==> src/rtl/project_pwm_action_deadband_pkg.sv <==
// Shared encodings for the PWM action qualifier and dead-band generator.
// Event index order doubles as priority order: a higher index wins.
package project_pwm_action_deadband_pkg;

    typedef enum logic [1:0] {
        MODE_OFF     = 2'b00,
        MODE_UP      = 2'b01,
        MODE_DOWN    = 2'b10,
        MODE_UP_DOWN = 2'b11
    } mode_e;

    typedef enum logic [1:0] {
        ACT_NONE   = 2'b00,
        ACT_CLEAR  = 2'b01,
        ACT_SET    = 2'b10,
        ACT_TOGGLE = 2'b11
    } action_e;

    typedef enum logic [1:0] {
        LOAD_ALWAYS  = 2'b00,
        LOAD_ZRO     = 2'b01,
        LOAD_PRD     = 2'b10,
        LOAD_ZRO_PRD = 2'b11
    } load_sel_e;

    typedef enum logic [1:0] {
        DB_H_ON       = 2'b00,
        DB_BOTH_OFF_R = 2'b01,
        DB_L_ON       = 2'b10,
        DB_BOTH_OFF_F = 2'b11
    } db_state_e;

    localparam int EV_ZRO   = 0;
    localparam int EV_PRD   = 1;
    localparam int EV_CAU   = 2;
    localparam int EV_CAD   = 3;
    localparam int EV_CBU   = 4;
    localparam int EV_CBD   = 5;
    localparam int NUM_EV   = 6;
    localparam int AQ_WIDTH = 2 * NUM_EV;

    // Later (higher-index) events overwrite earlier ones, giving CBD the top priority.
    function automatic action_e resolve_action(input logic [NUM_EV-1:0]   ev,
                                               input logic [AQ_WIDTH-1:0] aq);
        action_e act;
        act = ACT_NONE;
        for (int i = 0; i < NUM_EV; i++) begin
            if (ev[i] && (aq[2*i +: 2] != 2'b00)) begin
                act = action_e'(aq[2*i +: 2]);
            end
        end
        return act;
    endfunction

    function automatic logic apply_action(input action_e act, input logic cur);
        logic res;
        case (act)
            ACT_CLEAR:  res = 1'b0;
            ACT_SET:    res = 1'b1;
            ACT_TOGGLE: res = ~cur;
            default:    res = cur;
        endcase
        return res;
    endfunction

endpackage

==> src/rtl/project_pwm_deadband.sv <==
// Dead-band generator: splits one raw waveform into a non-overlapping high/low gate pair.
// Rising/falling edges appear after delay+1 cycles; force_off zeroes both outputs next cycle.
module project_pwm_deadband
    import project_pwm_action_deadband_pkg::*;
#(
    parameter int DT_WIDTH = 8
) (
    input  logic                clk,
    input  logic                reset,
    input  logic                raw,
    input  logic                dt_en,
    input  logic [DT_WIDTH-1:0] dt_rise,
    input  logic [DT_WIDTH-1:0] dt_fall,
    input  logic                force_off,
    output logic                h,
    output logic                l
);

    db_state_e           state, next_state;
    logic [DT_WIDTH-1:0] cnt, next_cnt;
    logic                next_h, next_l;

    always_ff @(posedge clk) begin
        if (reset) begin
            state <= DB_BOTH_OFF_F;
            cnt   <= '0;
            h     <= 1'b0;
            l     <= 1'b0;
        end else begin
            state <= next_state;
            cnt   <= next_cnt;
            h     <= next_h;
            l     <= next_l;
        end
    end

    // cnt counts the cycles raw has held its level, the edge cycle included.
    always_comb begin
        next_state = state;
        next_cnt   = cnt;
        next_h     = h;
        next_l     = l;
        if (force_off) begin
            next_state = raw ? DB_BOTH_OFF_R : DB_BOTH_OFF_F;
            next_cnt   = '0;
            next_h     = 1'b0;
            next_l     = 1'b0;
        end else if (!dt_en) begin
            next_state = raw ? DB_H_ON : DB_L_ON;
            next_cnt   = '0;
            next_h     = raw;
            next_l     = ~raw;
        end else if (raw) begin
            next_l = 1'b0;
            case (state)
                DB_H_ON: next_h = 1'b1;
                DB_BOTH_OFF_R: begin
                    if (cnt >= dt_rise) begin
                        next_state = DB_H_ON;
                        next_cnt   = '0;
                        next_h     = 1'b1;
                    end else begin
                        next_cnt = cnt + DT_WIDTH'(1);
                        next_h   = 1'b0;
                    end
                end
                default: begin
                    if (dt_rise == '0) begin
                        next_state = DB_H_ON;
                        next_cnt   = '0;
                        next_h     = 1'b1;
                    end else begin
                        next_state = DB_BOTH_OFF_R;
                        next_cnt   = DT_WIDTH'(1);
                        next_h     = 1'b0;
                    end
                end
            endcase
        end else begin
            next_h = 1'b0;
            case (state)
                DB_L_ON: next_l = 1'b1;
                DB_BOTH_OFF_F: begin
                    if (cnt >= dt_fall) begin
                        next_state = DB_L_ON;
                        next_cnt   = '0;
                        next_l     = 1'b1;
                    end else begin
                        next_cnt = cnt + DT_WIDTH'(1);
                        next_l   = 1'b0;
                    end
                end
                default: begin
                    if (dt_fall == '0) begin
                        next_state = DB_L_ON;
                        next_cnt   = '0;
                        next_l     = 1'b1;
                    end else begin
                        next_state = DB_BOTH_OFF_F;
                        next_cnt   = DT_WIDTH'(1);
                        next_l     = 1'b0;
                    end
                end
            endcase
        end
    end

endmodule

==> src/rtl/project_pwm_action_deadband.sv <==
// PWM event detection, action qualifier, compare shadow load and trip latch feeding a dead-band pair.
// Raw A/B land one cycle after the event; gates follow raw A one or more cycles later; no flow control.
module project_pwm_action_deadband
    import project_pwm_action_deadband_pkg::*;
#(
    parameter int WIDTH    = 16,
    parameter int DT_WIDTH = 8
) (
    input  logic                i_clk,
    input  logic                i_reset,
    input  logic                i_cnt_en,
    input  logic [1:0]          i_mode,
    input  logic [WIDTH-1:0]    i_counter,
    input  logic [WIDTH-1:0]    i_counter_next,
    input  logic [WIDTH-1:0]    i_period,
    input  logic [WIDTH-1:0]    i_compare_a,
    input  logic [WIDTH-1:0]    i_compare_b,
    input  logic [1:0]          i_load_sel,
    input  logic [11:0]         i_aq_a,
    input  logic [11:0]         i_aq_b,
    input  logic                i_dt_en,
    input  logic [DT_WIDTH-1:0] i_dt_rise,
    input  logic [DT_WIDTH-1:0] i_dt_fall,
    input  logic                i_trip,
    output logic                o_pwm_h,
    output logic                o_pwm_l,
    output logic                o_pwm_b,
    output logic                o_tripped
);

    mode_e              mode;
    logic               qual;
    logic               count_up;
    logic [NUM_EV-1:0]  ev;
    logic               load;
    logic [WIDTH-1:0]   active_a, active_b;
    logic               raw_a, raw_b;
    logic               tripped;
    logic               force_off;

    assign mode = mode_e'(i_mode);

    always_comb begin
        count_up = 1'b0;
        ev       = '0;
        load     = 1'b0;
        // A stalled or stopped counter must not re-fire the event it is parked on.
        qual = i_cnt_en && (mode != MODE_OFF);
        case (mode)
            MODE_UP:   count_up = 1'b1;
            MODE_DOWN: count_up = 1'b0;
            default:   count_up = i_counter_next > i_counter;
        endcase
        ev[EV_ZRO] = qual && (i_counter == '0);
        ev[EV_PRD] = qual && (i_counter == i_period);
        ev[EV_CAU] = qual &&  count_up && (i_counter == active_a) && (active_a <= i_period);
        ev[EV_CAD] = qual && !count_up && (i_counter == active_a) && (active_a <= i_period);
        ev[EV_CBU] = qual &&  count_up && (i_counter == active_b) && (active_b <= i_period);
        ev[EV_CBD] = qual && !count_up && (i_counter == active_b) && (active_b <= i_period);
        case (i_load_sel)
            LOAD_ALWAYS: load = 1'b1;
            LOAD_ZRO:    load = ev[EV_ZRO];
            LOAD_PRD:    load = ev[EV_PRD];
            default:     load = ev[EV_ZRO] | ev[EV_PRD];
        endcase
    end

    always_ff @(posedge i_clk) begin
        if (i_reset) begin
            raw_a    <= 1'b0;
            raw_b    <= 1'b0;
            active_a <= '0;
            active_b <= '0;
            tripped  <= 1'b0;
        end else begin
            raw_a <= apply_action(resolve_action(ev, i_aq_a), raw_a);
            raw_b <= apply_action(resolve_action(ev, i_aq_b), raw_b);
            if (load) begin
                active_a <= i_compare_a;
                active_b <= i_compare_b;
            end
            if (i_trip) begin
                tripped <= 1'b1;
            end else if (ev[EV_ZRO]) begin
                tripped <= 1'b0;
            end
        end
    end

    // The latch bit itself still forces the clearing cycle, so the pair restarts from BOTH_OFF.
    assign force_off = i_trip | tripped;
    assign o_pwm_b   = raw_b & ~tripped;
    assign o_tripped = tripped;

    project_pwm_deadband #(
        .DT_WIDTH (DT_WIDTH)
    ) u_deadband (
        .clk       (i_clk),
        .reset     (i_reset),
        .raw       (raw_a),
        .dt_en     (i_dt_en),
        .dt_rise   (i_dt_rise),
        .dt_fall   (i_dt_fall),
        .force_off (force_off),
        .h         (o_pwm_h),
        .l         (o_pwm_l)
    );

endmodule

==> config.mk <==
export PLATFORM = sky130hd
export DESIGN_NAME = project_pwm_action_deadband
export DESIGN_NICKNAME = d
export VERILOG_FILES = /design/src/rtl/project_pwm_action_deadband_pkg.sv /design/src/rtl/project_pwm_deadband.sv /design/src/rtl/project_pwm_action_deadband.sv
export SDC_FILE = /design/constraint.sdc
export NUM_CORES = 1
export LEC_CHECK = 0
export CAP_MARGIN = 20
export CORE_MARGIN = 2
export CORE_UTILIZATION = 46
export DETAILED_ROUTE_END_ITERATION = 6
export PLACE_DENSITY = 0.78
export REMOVE_ABC_BUFFERS = 1
export SLEW_MARGIN = 20
export SYNTH_ARGS = -nofsm -noshare
export SYNTH_HDL_FRONTEND = slang
export SYNTH_SLANG_ARGS = --single-unit
==> constraint.sdc <==
create_clock -name i_clk -period 9.2 [get_ports i_clk]
set_input_delay 1.84 -clock i_clk [delete_from_list [all_inputs] [get_ports i_clk]]
set_output_delay 1.84 -clock i_clk [all_outputs]
set_load 0.05 [all_outputs]
==> flow_metrics.env <==
export IMPL_final_nets=877
export IMPL_drt_iter0_markers=150
export IMPL_coreArea_um2=9770
export IMPL_max_slew_margin_rel_pct=57.1
export IMPL_vdd_drop_max_v=0.0000590
export IMPL_ys_ff_latch=47
export IMPL_r2r_end="raw_b"
export IMPL_antenna_found_initial=0
export IMPL_final_hold_viol_count=0
export IMPL_cts_root_buf="clkbuf_8"
export IMPL_cts_repair_resized=0
export IMPL_cp_start_kind="input port"
export IMPL_layout_drive_gt1_share_pct=3.81
export IMPL_p_int_uw=385
export IMPL_yosys_cell_count_top_type="ha_1"
export IMPL_setup_worst_path_class="input port to flop"
export IMPL_synth_flop_cell="dfxtp_1"
export IMPL_syn_inst=559
export IMPL_grt_pass1_wl_um=22300
export IMPL_die_w_um=104
export IMPL_clock_sinks=47
export IMPL_drtAntennaViolNets=0
export IMPL_synth_top_area_cell="dfxtp_1"
export IMPL_postCtsSetupRepairBufs=0
export IMPL_layout_min_cycle_time_ns=4.71
export IMPL_cts_buffer_depth=2
export IMPL_crit_start="i_counter[11]"
export IMPL_outcome="finished clean"
export IMPL_syn_area_per_cell_um2=8.27
export IMPL_synth_seq_area_share_pct=20.4
export IMPL_p_sw_uw=170
export IMPL_setup_viol=0
export IMPL_firstDrtPassIters=4
export IMPL_maxCapViolCount=0
export IMPL_hpwl_um=11800
export IMPL_p_comb_share_pct=35.5
export IMPL_reg2reg_depth=8
export IMPL_cts_made_buffers=5
export IMPL_endpoint="raw_a"
export IMPL_port_buffers=132
export IMPL_worst_slew_pin_slew_ns=0.638
export IMPL_io_pins=133
export IMPL_viasPerCell=5.56
export IMPL_grt_pass1_vias=4723
export IMPL_ys_types=67
export IMPL_reg2reg_from="active_a[14]"
export IMPL_fp_dieH_um=104
export IMPL_area_growth_pct=33.1
export IMPL_fin_tns_setup_ns=0
export IMPL_wire_per_inst_um=16.9
export IMPL_required_ns=9.40
export IMPL_p_per_area_nw_per_um2=90.1
export IMPL_leakage_uw=0.00263
export IMPL_cts_clk_slew_worst_paths_ns=0.09
export IMPL_synth_edf_count=0
export IMPL_worstPathArrival_ns=4.90
export IMPL_crit_path_end_kind="flop"
export IMPL_async_reset_ff_share_pct=0
export IMPL_grt_use_total_pct=25.2
export IMPL_synth_common_cells="67 x ha_1, 61 x nor2_1, 57 x inv_1"
export IMPL_worst_r2r_setup_slack_ns=6.49
export IMPL_synthTopCellsByArea="dfxtp_1 20%, ha_1 18%, mux2i_1 7.6%, xnor2_1 6.8%, nor2_1 5.0%"
export IMPL_rsz0062_at_grt="no"
export IMPL_rows=36
export IMPL_finalCritPeriodShare_pct=51.2
export IMPL_fillerInstances=885
export IMPL_skew_ns=0.00644
export IMPL_pwr_share_clk_pct=24.9
export IMPL_wl_um=13800
export IMPL_postCtsHoldBufs=0
export IMPL_die_area_um2=10900
export IMPL_grt_start_max_net_pins=38
export IMPL_syn_cell_area_um2=4620
export IMPL_cts_tree="built"
export IMPL_globalplace_congestion=0.907
export IMPL_report_final_slew_viol_count=0
export IMPL_vias=4534
export IMPL_drc_errors=0
export IMPL_clock_latency_ns=0.30
export IMPL_synth_yosys_warnings=0
export IMPL_swShare_pct=30.6
export IMPL_power_uw=554
export IMPL_max_freq_ghz=0.213
export IMPL_antenna_cells=0
export IMPL_synth_top_cell_area_share_pct=20.4
export IMPL_cts_htree_levels=2
export IMPL_overflow=0
export IMPL_cp_max_fo=9
export IMPL_seq_power_share_pct=39.7
export IMPL_holdCritPathClass="flop to flop"
export IMPL_start_util_pct=47.3
-- state kept, by name (all words and copies together) (netlist names) --
register and flops:
u_deadband.h 1, active_a 16, o_tripped 1, raw_a 1, active_b 16, u_deadband.cnt 8
raw_b 1, u_deadband.state 2, u_deadband.l 1
-- metrics by stage --
step	utilization, %	setup slack (ns)	cell area [um2]	instances	hold WS [ns]
floorplan	-	5.23	4540	540	0.442
global placement	61.9	4.26	6050	807	0.469
detailed placement	61.9	4.22	6050	807	0.479
CTS	62.9	4.55	6150	815	0.492
global route	62.9	4.34	6150	815	0.524
finish	62.9	4.49	6150	815	0.513
-- power groups by stage --
stage                     registers [uW]  clock network [uW]  logic, uW
final                                220                 138        196
after floorplan                      223                   0       98.7
after global placement               224                   0        190
after detailed placement             224                   0        195
after CTS                            220                 139        196
after global routing                 221                 147        215
-- cell type report --
| class | instances | area, um2 | share of cell area [%] |
|---|---|---|---|
| clock buffers | 8 | 100 | 1.63 |
| inverters | 57 | 214 | 3.48 |
| multi-input cells | 436 | 3390 | 55.1 |
| flip-flops and latches | 47 | 941 | 15.3 |
| well taps | 133 | 166 | 2.71 |
| repair buffers | 134 | 1340 | 21.7 |
-- worst min-delay path by stage --
stage          startpoint    end  slack [ns]  cells past startpoint
2_1_floorplan       raw_b  raw_b        0.44                      1
3_3_place_gp        raw_b  raw_b        0.47                      1
3_5_place_dp        raw_b  raw_b        0.48                      1
4_1_cts             raw_b  raw_b        0.49                      1
5_1_grt             raw_b  raw_b        0.52                      1
6_report            raw_b  raw_b        0.51                      1
-- worst max-delay path, cell delays in order --
cell             delay (ns)
clkdlybuf4s50_1        0.66
inv_1                  0.13
ha_1                   0.35
nand4_1                0.19
nor2_1                 0.09
o2bb2ai_1              0.21
o31ai_4                0.55
mux2_1                 0.37
a221o_1                0.33
o211ai_1               0.09
nand3_1                0.09
-- placed cells by master, fill, tap and decap left out, types with 11 or more instances in the layout --
cell type / synthesis / routed
nand4_1: 18 / 18
nor4_1: 13 / 13
xnor2_1: 36 / 36
xor2_1: 19 / 19
mux2i_1: 35 / 35
a21oi_1: 27 / 27
o21ai_0: 11 / 11
nand2b_1: 11 / 11
clkdlybuf4s50_1: 0 / 132
ha_1: 67 / 67
inv_1: 57 / 57
nor2_1: 61 / 61
nand2_1: 23 / 23
nand3_1: 15 / 15
dfxtp_1: 47 / 47
-- routing by layer --
metal	up-vias	GRT usage [%]	share of wire (%)
met1	2115	29.1	43
met4	0	9.75	3.0
met5	-	0	0
met3	36	5.14	5.3
li1	2250	-	-
met2	133	45.5	49
-- kinds of logic (layout without fill, tap and decap cells) --
logic type | count (synthesis) | in the layout | synth area share, %
fa+ha+maj | 67 | 67 | 18.1
buf+inv | 76 | 199 | 6.44
mux | 41 | 41 | 9.04
xor+xnor | 55 | 55 | 10.4
flops | 47 | 47 | 20.4
simple gates | 175 | 175 | 19.4
compound gates | 98 | 98 | 16.2
No activity file was read; power rests on OpenSTA's default activity.
